**src/rtl/turn_signal_conditioner.sv**
```systemverilog
// turn_signal_conditioner
// Front end for the tail-light sequencer: brings the three raw dashboard
// switches into the Clock domain, debounces each one independently, and
// produces the Step clock-enable plus a Restart pulse on any request change.
module turn_signal_conditioner #(
    parameter int DEBOUNCE_CYCLES = 1000,
    parameter int STEP_DIV        = 4000000
) (
    input  logic Clock,
    input  logic Reset,
    input  logic LeftRaw,
    input  logic RightRaw,
    input  logic HazardRaw,
    output logic Left,
    output logic Right,
    output logic Hazard,
    output logic Step,
    output logic Restart
);

    localparam int NUM_CH = 3;
    localparam int DB_W   = $clog2(DEBOUNCE_CYCLES + 1);
    localparam int STEP_W = $clog2(STEP_DIV);

    // Count value on which the next differing edge would reach DEBOUNCE_CYCLES.
    localparam logic [DB_W-1:0]   DB_LAST   = DB_W'(DEBOUNCE_CYCLES - 1);
    localparam logic [STEP_W-1:0] STEP_LAST = STEP_W'(STEP_DIV - 1);

    // Channel order: bit 0 = left, bit 1 = right, bit 2 = hazard.
    logic [NUM_CH-1:0] raw;
    logic [NUM_CH-1:0] sync1_reg;
    logic [NUM_CH-1:0] sync2_reg;
    logic [NUM_CH-1:0] clean_reg;
    logic [NUM_CH-1:0] clean_next;
    logic              change;

    logic [STEP_W-1:0] step_count_reg;
    logic              step_reg;
    logic              restart_reg;

    assign raw = {HazardRaw, RightRaw, LeftRaw};

    // Two-flop synchronizer; only sync2 is used downstream.
    always_ff @(posedge Clock) begin
        if (Reset) begin
            sync1_reg <= '0;
            sync2_reg <= '0;
        end else begin
            sync1_reg <= raw;
            sync2_reg <= sync1_reg;
        end
    end

    // One independent debouncer per channel.
    for (genvar gi = 0; gi < NUM_CH; gi++) begin : g_debounce
        logic [DB_W-1:0] count_reg;
        logic [DB_W-1:0] count_next;
        logic            ch_clean_next;

        // Any edge that agrees with the clean output restarts the hold window.
        always_comb begin
            count_next    = count_reg;
            ch_clean_next = clean_reg[gi];
            if (sync2_reg[gi] == clean_reg[gi]) begin
                count_next = '0;
            end else if (count_reg == DB_LAST) begin
                count_next    = '0;
                ch_clean_next = sync2_reg[gi];
            end else begin
                count_next = count_reg + 1'b1;
            end
        end

        // Debounce counter and clean output state.
        always_ff @(posedge Clock) begin
            if (Reset) begin
                count_reg     <= '0;
                clean_reg[gi] <= 1'b0;
            end else begin
                count_reg     <= count_next;
                clean_reg[gi] <= ch_clean_next;
            end
        end

        assign clean_next[gi] = ch_clean_next;
    end

    // A request change is detected on the same edge the clean outputs update,
    // so Restart lines up with the new request and the divider realigns there.
    assign change = |(clean_next ^ clean_reg);

    // Step divider with Restart taking priority over the wrap.
    always_ff @(posedge Clock) begin
        if (Reset) begin
            step_count_reg <= '0;
            step_reg       <= 1'b0;
            restart_reg    <= 1'b0;
        end else if (change) begin
            step_count_reg <= '0;
            step_reg       <= 1'b0;
            restart_reg    <= 1'b1;
        end else if (step_count_reg == STEP_LAST) begin
            step_count_reg <= '0;
            step_reg       <= 1'b1;
            restart_reg    <= 1'b0;
        end else begin
            step_count_reg <= step_count_reg + 1'b1;
            step_reg       <= 1'b0;
            restart_reg    <= 1'b0;
        end
    end

    // Conflicting requests are passed through untouched.
    assign Left    = clean_reg[0];
    assign Right   = clean_reg[1];
    assign Hazard  = clean_reg[2];
    assign Step    = step_reg;
    assign Restart = restart_reg;

endmodule
```
**config.mk**
```make
export PLATFORM = sky130hd
export DESIGN_NAME = turn_signal_conditioner
export DESIGN_NICKNAME = d
export VERILOG_FILES = /design/src/rtl/turn_signal_conditioner.sv
export SDC_FILE = /design/constraint.sdc
export NUM_CORES = 1
export LEC_CHECK = 0
export CORE_MARGIN = 2
export CORE_UTILIZATION = 25
export CTS_BUF_LIST = sky130_fd_sc_hd__clkbuf_4 sky130_fd_sc_hd__clkbuf_8
export CTS_CLUSTER_SIZE = 24
export DETAILED_ROUTE_END_ITERATION = 16
export GPL_ROUTABILITY_DRIVEN = 0
export PLACE_DENSITY = 0.4
export SLEW_MARGIN = 20
export SYNTH_ARGS = -nofsm -noshare
export SYNTH_HDL_FRONTEND = slang
export SYNTH_SLANG_ARGS = --single-unit
```
**constraint.sdc**
```tcl
create_clock -name Clock -period 2.5 [get_ports Clock]
set_input_delay 0.25 -clock Clock [delete_from_list [all_inputs] [get_ports Clock]]
set_output_delay 0.25 -clock Clock [all_outputs]
set_load 0.05 [all_outputs]
```
==> results of run 1 <==
final timing paths:
kind | start | endpoint | slack [ns] | cells past startpoint
worst max register to register | step_count_reg[0] | Step | 0.47 | 6
worst max-delay path | step_count_reg[0] | Step | 0.47 | 6
worst min register to register | sync1_reg[0] | sync2_reg[0] | 0.44 | 1
worst min-delay path | sync1_reg[0] | sync2_reg[0] | 0.44 | 1
layer usage:
metal / vias to the layer above / track usage (%) / wire length (µm)
met5: - / 0 / 0
met4: 0 / 3.02 / 70
met3: 5 / 4.16 / 150
met2: 14 / 15.6 / 2450
met1: 936 / 11.9 / 2530
li1: 1061 / - / -
per-stage QoR:
| step | utilization (%) | hold WS, ns | power, mW | std cells | cell area [µm²] |
|---|---|---|---|---|---|
| floorplan | - | 0.378 | 1.07 | 293 | 2730 |
| global placement | 27.6 | 0.421 | 1.08 | 436 | 2960 |
| detailed placement | 27.6 | 0.427 | 1.08 | 436 | 2960 |
| CTS | 29.6 | 0.448 | 2.07 | 452 | 3180 |
| global route | 29.6 | 0.458 | 2.12 | 452 | 3180 |
| finish | 29.6 | 0.442 | 2.02 | 452 | 3180 |
power groups by stage:
stage	clock (mW)	combinational (mW)	sequential, mW
finish	0.964	0.0383	1.02
detailed placement	0	0.0393	1.04
floorplan	0	0.0256	1.04
global placement	0	0.0393	1.04
global route	1.05	0.0441	1.02
CTS	1.01	0.0396	1.02
placed cells by master (no fill, tap or decap), types with 9 or more instances in the layout:
cell             synthesis  layout
nand4_1                 10      10
and3_1                   9       9
xor2_1                  18      18
dfxtp_1                 63      63
nand2_1                 17      17
clkbuf_8                 0       9
xnor2_1                 21      21
clkdlybuf4s50_1          0       9
nor2_1                  41      41
nand3_1                 14      14
nor3_1                  20      20
worst register-to-register path, delay by kind of cell, from the launching register on:
kind	cells	cell delay, ns
simple gates	4	1.07
buf+inv	1	0.24
flops	1	0.40
fa+ha+maj	1	0.26
cell families (layout without fill, tap and decap cells):
family                     after synthesis  in the layout  synth area share [%]
muxes                                    3              3                  1.10
xor gates and xnor gates                39             39                  12.5
DFF                                     63             63                  46.3
adders and majority gates                4              4                  1.84
AOI/OAI and AO/OA                       20             20                  5.51
and+or+nand+nor                        148            148                  30.0
buffers and inverters                   16             35                  2.75
cell type report:
cell class / count / area, µm² / area share, %
multi-input cells: 214 / 1390 / 43.7
flip-flops and latches: 63 / 1260 / 39.6
well taps: 140 / 175 / 5.51
clock buffers: 10 / 131 / 4.13
repair buffers: 12 / 113 / 3.54
clock inverters: 6 / 85.1 / 2.67
inverters: 7 / 26.3 / 0.826
==> key figures, run 1 <==
Global route
  • Global-route wire length before repair: 8940 µm
  • Grt ovf: 0
  • GRT Total Usage: 9.78%
  • Vias in the first global route: 1928
  • Pin count of the biggest net entering global routing: 23
  • Initial antenna violation count: 0

Timing
  • Final WS setup: 0.470 ns
  • Min Tclk post-route: 2.03 ns
  • Fin. Hold Viols: 0
  • Worst-Margin Slew: 0.493 ns
  • Slew HR: 67.0%
  • Fin crit share: 81.2%
  • Setup Skew: 0.00616 ns
  • # setup viols final: 0
  • Fmax: 493 MHz
  • Setup_tns: 0 ns
  • RSZ-0062 raised after global routing: false
  • Max-slew violation count: 0

Critical path
  • CP Data Required Time: 2.78 ns
  • Critical Path Source Type: flop
  • Worst Path Max Fanout: 12
  • Worst Path Arrival: 2.31 ns
  • Slowest cell on crit path: dfxtp_1
  • Critical path, cell by cell: ha_1, and4_2, nand4_1, nor4_4, buf_4, and4b_1
  • CP delay by family, top: simple AND/OR/NAND/NOR gates
  • Max stage delay on crit path: 0.40 ns
  • Crit Path Category: flop to flop
  • Critical path capture point type: flop
  • Buf/Inv on CP: 1

Power
  • P_leak: 1.05 nW
  • Cell Pwr Density: 636 mW/mm²
  • Int Pwr: 1.60 mW
  • Max VDD drop: 0.294 mV
  • Seq pwr share: 50.5%
  • Gate power share: 1.9%
  • Sw frac: 21.0%
  • Clock power frac: 47.6%
  • Sw Pwr: 0.424 mW

Synth
  • Mapped cell area: 0.00273 mm²
  • List of most frequent post-synthesis cells: dfxtp_1 (63), nor2_1 (41), xnor2_1 (21)
  • Mean Syn Cell Area: 9.30 µm²
  • Synthesized Nets: 302
  • Number of synthesized flops with an enable pin: 0
  • Yosys Warn Count: 0
  • Yosys cell types: 43
  • Synth Flop Type: dfxtp_1
  • Yosys reg bits: 63
  • Register area share after synthesis: 46.3%
  • Synth top area cells: dfxtp_1 (46%), xnor2_1 (6.7%), xor2_1 (5.8%), nor2_1 (5.6%), nor3_1 (3.7%)
  • Synthesized instance count: 293
  • Asr flop ratio synth: 0%
  • Yosys top cell area share: 46.3%
  • Yosys top cell by area: dfxtp_1
  • Most numerous cell in the Yosys netlist: dfxtp_1

Route
  • Vias: 2016
  • 1st-pass router iterations: 4
  • Starting DRT DRC Count: 60
  • WL/cell: 11.5 µm
  • DRC viols: 0
  • Vias per inst: 4.46
  • Total wire length: 5200 µm
  • DRT antenna net count: 0

Placement
  • Worst slack, placed: 0.242 ns
  • Final HPWL DP: 3510 µm
  • IO Port Bufs: 9

Layout
  • Max reg flops: 30
  • Layout Area Growth over Synthesis: 16.8%
  • Share of layout cells above drive strength 1: 9.29%
  • Filler Cells Inserted: 1172
  • Post-layout net count: 316
  • Number of diodes: 0

CTS
  • CTS tree: built
  • H-tree Lvls: 3
  • CTS sink cnt: 63
  • Post-CTS setup buffer count: 0
  • Worst-path clk slew: 0.07 ns
  • Hold-fix buffers, CTS: 0
  • CTS buffer count: 9
  • CTS Root Cell: clkbuf_8
  • Resized cells post-CTS: 0
  • CTS Buffer Depth: 2
  • Latest clock arrival within the worst-skew pair: 0.34 ns

Floorplan
  • Ports: 10
  • FP Rows: 38
  • Initial Utilization: 25.4%
  • Die Wd: 108 µm
  • Die Area: 0.0118 mm²
  • Die Y: 108 µm
  • Area of the core: 0.0107 mm²

Flow run
  • Maxcap violations: 0

Worst hold path
  • Worst min path class: flop to flop

Status
  • Status: finished, final reports clean
Power figures use the tool's default switching activity.
==> run 2: changes to the inputs <==
- PLACE_DENSITY: 0.4 -> 0.42
- clock period: 2.5 -> 1.7 ns (I/O delays scaled with it)
==> run 2 against run 1 <==
The run now ends with negative setup slack left. Worst setup slack lost 0.47 ns. Cell area grew 14%. Register-to-register slack got worse by 0.47 ns. Sequential share of layout area down 4.5 points. Cell count up 9.1%. Global-route usage rose by 1.3 points. Count of clock-buffer cells in the layout is 1 lower. Non-clock buffer count is 41 higher. Routed wire length rose by 11%. Critical path depth unchanged. Worst hold slack got worse by 0.065 ns. Sequential power is 47% higher. Critical path type unchanged.
==> key figures, run 2 (same netlist as run 1, synthesis figures left out) <==
Timing
  • Setup Skew: 0.00756 ns
  • Hold WS: 0.377 ns
  • RSZ-0062 raised after global routing: true
  • Fin. Hold Viols: 0
  • # setup viols final: 1
  • Min Tclk post-route: 1.70 ns
  • Worst-Margin Slew: 0.500 ns
  • Setup_tns: -0.00158 ns
  • Slew HR: 66.6%
  • Fin crit share: 100%
  • Max-slew violation count: 0
  • Fmax: 588 MHz
  • Final WS setup: -0.00158 ns

Floorplan
  • Die Area: 0.0118 mm²
  • Area of the core: 0.0107 mm²
  • Die Y: 108 µm
  • Initial Utilization: 25.4%
  • FP Rows: 38
  • Die Wd: 108 µm
  • Ports: 10

Critical path
  • CP delay by family, top: compound AO/OA/AOI/OAI gates
  • Worst r2r dst: step_count_reg[6]
  • CP Data Required Time: 1.96 ns
  • Worst Path Arrival: 1.96 ns
  • Worst Path Max Fanout: 22
  • Crit Path Category: flop to flop
  • Worst R2R Start: g_debounce[2].count_reg[0]
  • Critical Path Source Type: flop
  • Buf/Inv on CP: 1
  • R2R Setup Slk: -0.002 ns
  • Max stage delay on crit path: 0.34 ns
  • Critical path, cell by cell: ha_4, and4b_1, a41o_1, a221o_1, buf_12, nor3_4
  • Worst reg2reg path depth: 6
  • Slowest cell on crit path: dfxtp_2
  • Critical path capture point type: flop

Global route
  • Global-route wire length before repair: 10100 µm
  • Vias in the first global route: 2161
  • Pin count of the biggest net entering global routing: 23
  • Grt ovf: 0
  • Initial antenna violation count: 0
  • GRT Total Usage: 11.0%

CTS
  • Worst-path clk slew: 0.08 ns
  • CTS sink cnt: 63
  • CTS tree: built
  • CTS buffer count: 9
  • CTS Buffer Depth: 2
  • CTS Root Cell: clkbuf_8
  • Latest clock arrival within the worst-skew pair: 0.34 ns
  • H-tree Lvls: 3
  • Hold-fix buffers, CTS: 0

Worst hold path
  • Worst min path class: primary input to flop
  • Min-delay src: LeftRaw
  • Hold Path Sink: sync1_reg[0]
  • Hold Path Depth: 2

Route
  • Total wire length: 5770 µm
  • DRT antenna net count: 0
  • DRC viols: 0
  • WL/cell: 11.7 µm
  • Starting DRT DRC Count: 69
  • 1st-pass router iterations: 4
  • Vias: 2155
  • Vias per inst: 4.37

Layout
  • Post-layout net count: 357
  • Layout Area Growth over Synthesis: 32.7%
  • Commonest cells after routing, fill and taps aside: dfxtp_1 (58), buf_4 (43), nor2_1 (41), xnor2_1 (21), xor2_1 (18)
  • Commonest non-fill, non-tap cell in the layout: dfxtp_1
  • Final Util: 33.7%
  • Share of layout cells above drive strength 1: 26.6%
  • Non-Filler Instances: 493
  • Filler Cells Inserted: 1143
  • Max reg flops: 30
  • FF+latch area: 0.00127 mm²
  • Number of diodes: 0
  • Area of the multi-input gates: 0.00149 mm²
  • Final Instance Area: 0.00362 mm²

Placement
  • DP Area: 0.00328 mm²
  • Worst slack, placed: -0.105 ns
  • IO Port Bufs: 9
  • Final HPWL DP: 4030 µm
  • Dpl cells: 474

Flow run
  • Maxcap violations: 0

Power
  • Cell Pwr Density: 812 mW/mm²
  • P_leak: 1.31 nW
  • Final Total Pwr: 2.94 mW
  • Max VDD drop: 0.403 mV

Status
  • Status: finished, violations left
  • Failing checks: negative setup slack
-- run 2: layer usage --
metal | global-route usage (%) | wire length (µm) | up-vias
met5 | 0 | 0 | -
met4 | 3.57 | 74 | 0
met3 | 3.80 | 150 | 6
met2 | 18.4 | 2770 | 14
met1 | 13.2 | 2780 | 993
li1 | - | - | 1142
-- run 2: timing repair --
action / CTS / global route
resized for setup: 9 / 18
buffers inserted: 2 / 1
pin swaps: 0 / 0
setup endpoints to repair: 32 / 24
-- run 2: final cells by class --
| class | instances | share of cell area, % |
|---|---|---|
| multi-input combinational | 214 | 41.3 |
| inverter | 7 | 0.726 |
| tap | 140 | 4.84 |
| clock buffer | 9 | 3.42 |
| clock inverter | 7 | 2.21 |
| sequential | 63 | 35.2 |
| timing repair buffer | 53 | 12.3 |
-- run 2: power by group --
part	internal, mW	switching (mW)
sequential	1.49	0.0123
clock	0.692	0.652
combinational	0.0502	0.0417
-- run 2: worst max-delay path by stage --
stage                                    start  slack, ns  cells past startpoint            endpoint
floorplan                    step_count_reg[1]      0.008                      5  step_count_reg[20]
global placement    g_debounce[0].count_reg[0]      -0.11                      6   step_count_reg[6]
detailed placement  g_debounce[0].count_reg[0]      -0.10                      6   step_count_reg[6]
CTS                 g_debounce[2].count_reg[0]      -0.03                      6  step_count_reg[14]
global route        g_debounce[2].count_reg[1]      -0.08                      6   step_count_reg[6]
finish              g_debounce[2].count_reg[0]     -0.002                      6   step_count_reg[6]
==> run 3: changes to the inputs <==
- REMOVE_ABC_BUFFERS: default -> 1
==> run 3 against run 2 <==
The flow still finishes with violations (negative setup slack). Cell area up 1.2%. Worst hold slack worse by 0.00088 ns. Combinational power grew 0.5%. Largest cell class unchanged.
==> key figures, run 3 (same netlist as run 1, synthesis figures left out) <==
CTS
  • Latest clock arrival within the worst-skew pair: 0.34 ns
  • CTS sink cnt: 63
  • CTS Root Cell: clkbuf_8
  • H-tree Lvls: 3
  • CTS Buffer Depth: 2
  • CTS tree: built
  • Worst-path clk slew: 0.07 ns
  • CTS buffer count: 9

Critical path
  • Critical Path Source Type: flop
  • Worst path depth: 6
  • Worst r2r dst: step_count_reg[20]
  • Worst Path Arrival: 1.99 ns
  • Worst reg2reg path depth: 6
  • Worst Setup EP: step_count_reg[20]
  • Buf/Inv on CP: 1
  • Worst R2R Start: step_count_reg[0]
  • Worst Path Max Fanout: 5
  • Max stage delay on crit path: 0.48 ns
  • R2R Setup Slk: -0.04 ns
  • Critical path, cell by cell: ha_2, and4_4, buf_4, nand4b_4, or4_1, a211oi_1
  • Worst setup path start: step_count_reg[0]
  • Critical path capture point type: flop
  • CP delay by family, top: simple AND/OR/NAND/NOR gates
  • CP Data Required Time: 1.96 ns
  • Slowest cell on crit path: or4_1
  • Crit Path Category: flop to flop

Timing
  • Max-slew violation count: 0
  • Fin. Hold Viols: 0
  • # setup viols final: 3
  • Worst-Margin Slew: 0.507 ns
  • Final WS setup: -0.0354 ns
  • Setup_tns: -0.0416 ns
  • Slew HR: 66.1%
  • RSZ-0062 raised after global routing: true
  • Fin crit share: 102%
  • Fmax: 576 MHz
  • Setup Skew: 0.00903 ns
  • Min Tclk post-route: 1.74 ns

Layout
  • Layout Area Growth over Synthesis: 34.3%
  • Post-layout net count: 362
  • Number of diodes: 0
  • Commonest non-fill, non-tap cell in the layout: dfxtp_1
  • Share of layout cells above drive strength 1: 28.8%
  • Max reg flops: 30
  • Commonest cells after routing, fill and taps aside: dfxtp_1 (59), buf_4 (46), nor2_1 (41), xnor2_1 (21), xor2_1 (18)
  • Non-Filler Instances: 498

Route
  • WL/cell: 11.5 µm
  • Starting DRT DRC Count: 56
  • Vias: 2172
  • Total wire length: 5700 µm
  • 1st-pass router iterations: 4
  • DRT antenna net count: 0
  • Vias per inst: 4.36
  • DRC viols: 0

Power
  • Seq pwr share: 51.4%
  • Clock power frac: 45.4%
  • Int Pwr: 2.27 mW
  • Sw Pwr: 0.646 mW
  • Cell Pwr Density: 797 mW/mm²
  • P_leak: 1.34 nW
  • Gate power share: 3.2%
  • Max VDD drop: 0.379 mV
  • Sw frac: 22.1%

Floorplan
  • Area of the core: 0.0107 mm²
  • Die Area: 0.0118 mm²
  • Initial Utilization: 25.4%
  • Die Y: 108 µm
  • Ports: 10
  • FP Rows: 38
  • Die Wd: 108 µm

Status
  • Failing checks: negative setup slack
  • Status: finished, violations left

Global route
  • Global-route wire length before repair: 9520 µm
  • Initial antenna violation count: 0
  • Pin count of the biggest net entering global routing: 23
  • Vias in the first global route: 2048
  • Grt ovf: 0
  • GRT Total Usage: 10.4%

Flow run
  • Maxcap violations: 0

Placement
  • IO Port Bufs: 9
  • Dpl cells: 478
  • Final HPWL DP: 3880 µm

Worst hold path
  • Worst min path class: primary input to flop
[run 3: layout make-up]
type                    count  area (µm²)
clock buffers              11         145
clock inverters             5        57.6
fillers                  1154        7090
multi-input cells         215        1510
flip-flops and latches     63        1270
repair buffers             57         479
inverters                   7        26.3
well taps                 140         175
[run 3: how the worst min path moves through the flow]
stage	startpoint	endpoint	slack, ns	depth (start not counted)
2_1_floorplan	Reset	Restart	0.24	1
3_3_place_gp	sync1_reg[1]	sync2_reg[1]	0.42	1
3_5_place_dp	sync1_reg[2]	sync2_reg[2]	0.43	1
4_1_cts	HazardRaw	sync1_reg[2]	0.36	2
5_1_grt	LeftRaw	sync1_reg[0]	0.38	2
6_report	HazardRaw	sync1_reg[2]	0.38	2
[run 3: metal layers]
metal | track usage, % | vias to the layer above | wire, µm
met2 | 15.9 | 21 | 2570
met1 | 13.5 | 985 | 2910
met4 | 6.04 | 0 | 102
met5 | 0 | - | 0
met3 | 2.23 | 9 | 117
li1 | - | 1157 | -
[run 3: metrics by stage]
stage / cell area (µm²) / power (mW) / hold slack (ns) / worst slack, ns / utilization [%]
2_1_floorplan: 2680 / 1.57 / 0.239 / -0.493 / -
3_3_place_gp: 3300 / 1.62 / 0.420 / -0.0479 / 30.7
3_5_place_dp: 3300 / 1.62 / 0.429 / -0.0951 / 30.7
4_1_cts: 3530 / 2.97 / 0.359 / -0.0356 / 32.9
5_1_grt: 3660 / 3.06 / 0.378 / -0.0995 / 34.1
6_report: 3660 / 2.92 / 0.376 / -0.0354 / 34.1
[run 3: power by group through the flow]
stage                     Combinational [mW]  Clock [mW]  Sequential (mW)
after CTS                             0.0869        1.38             1.50
after global placement                0.0855           0             1.53
final                                 0.0924        1.33             1.50
after global routing                   0.103        1.45             1.50
after floorplan                       0.0326           0             1.53
after detailed placement              0.0855           0             1.53
[run 3: timing repair]
action | in CTS | in global routing
setup endpoints to repair | 34 | 24
setup buffers | 0 | 3
pin swaps | 2 | 2
hold buffers | 0 | 0
gates cloned | 0 | 1
resized for setup | 13 | 21
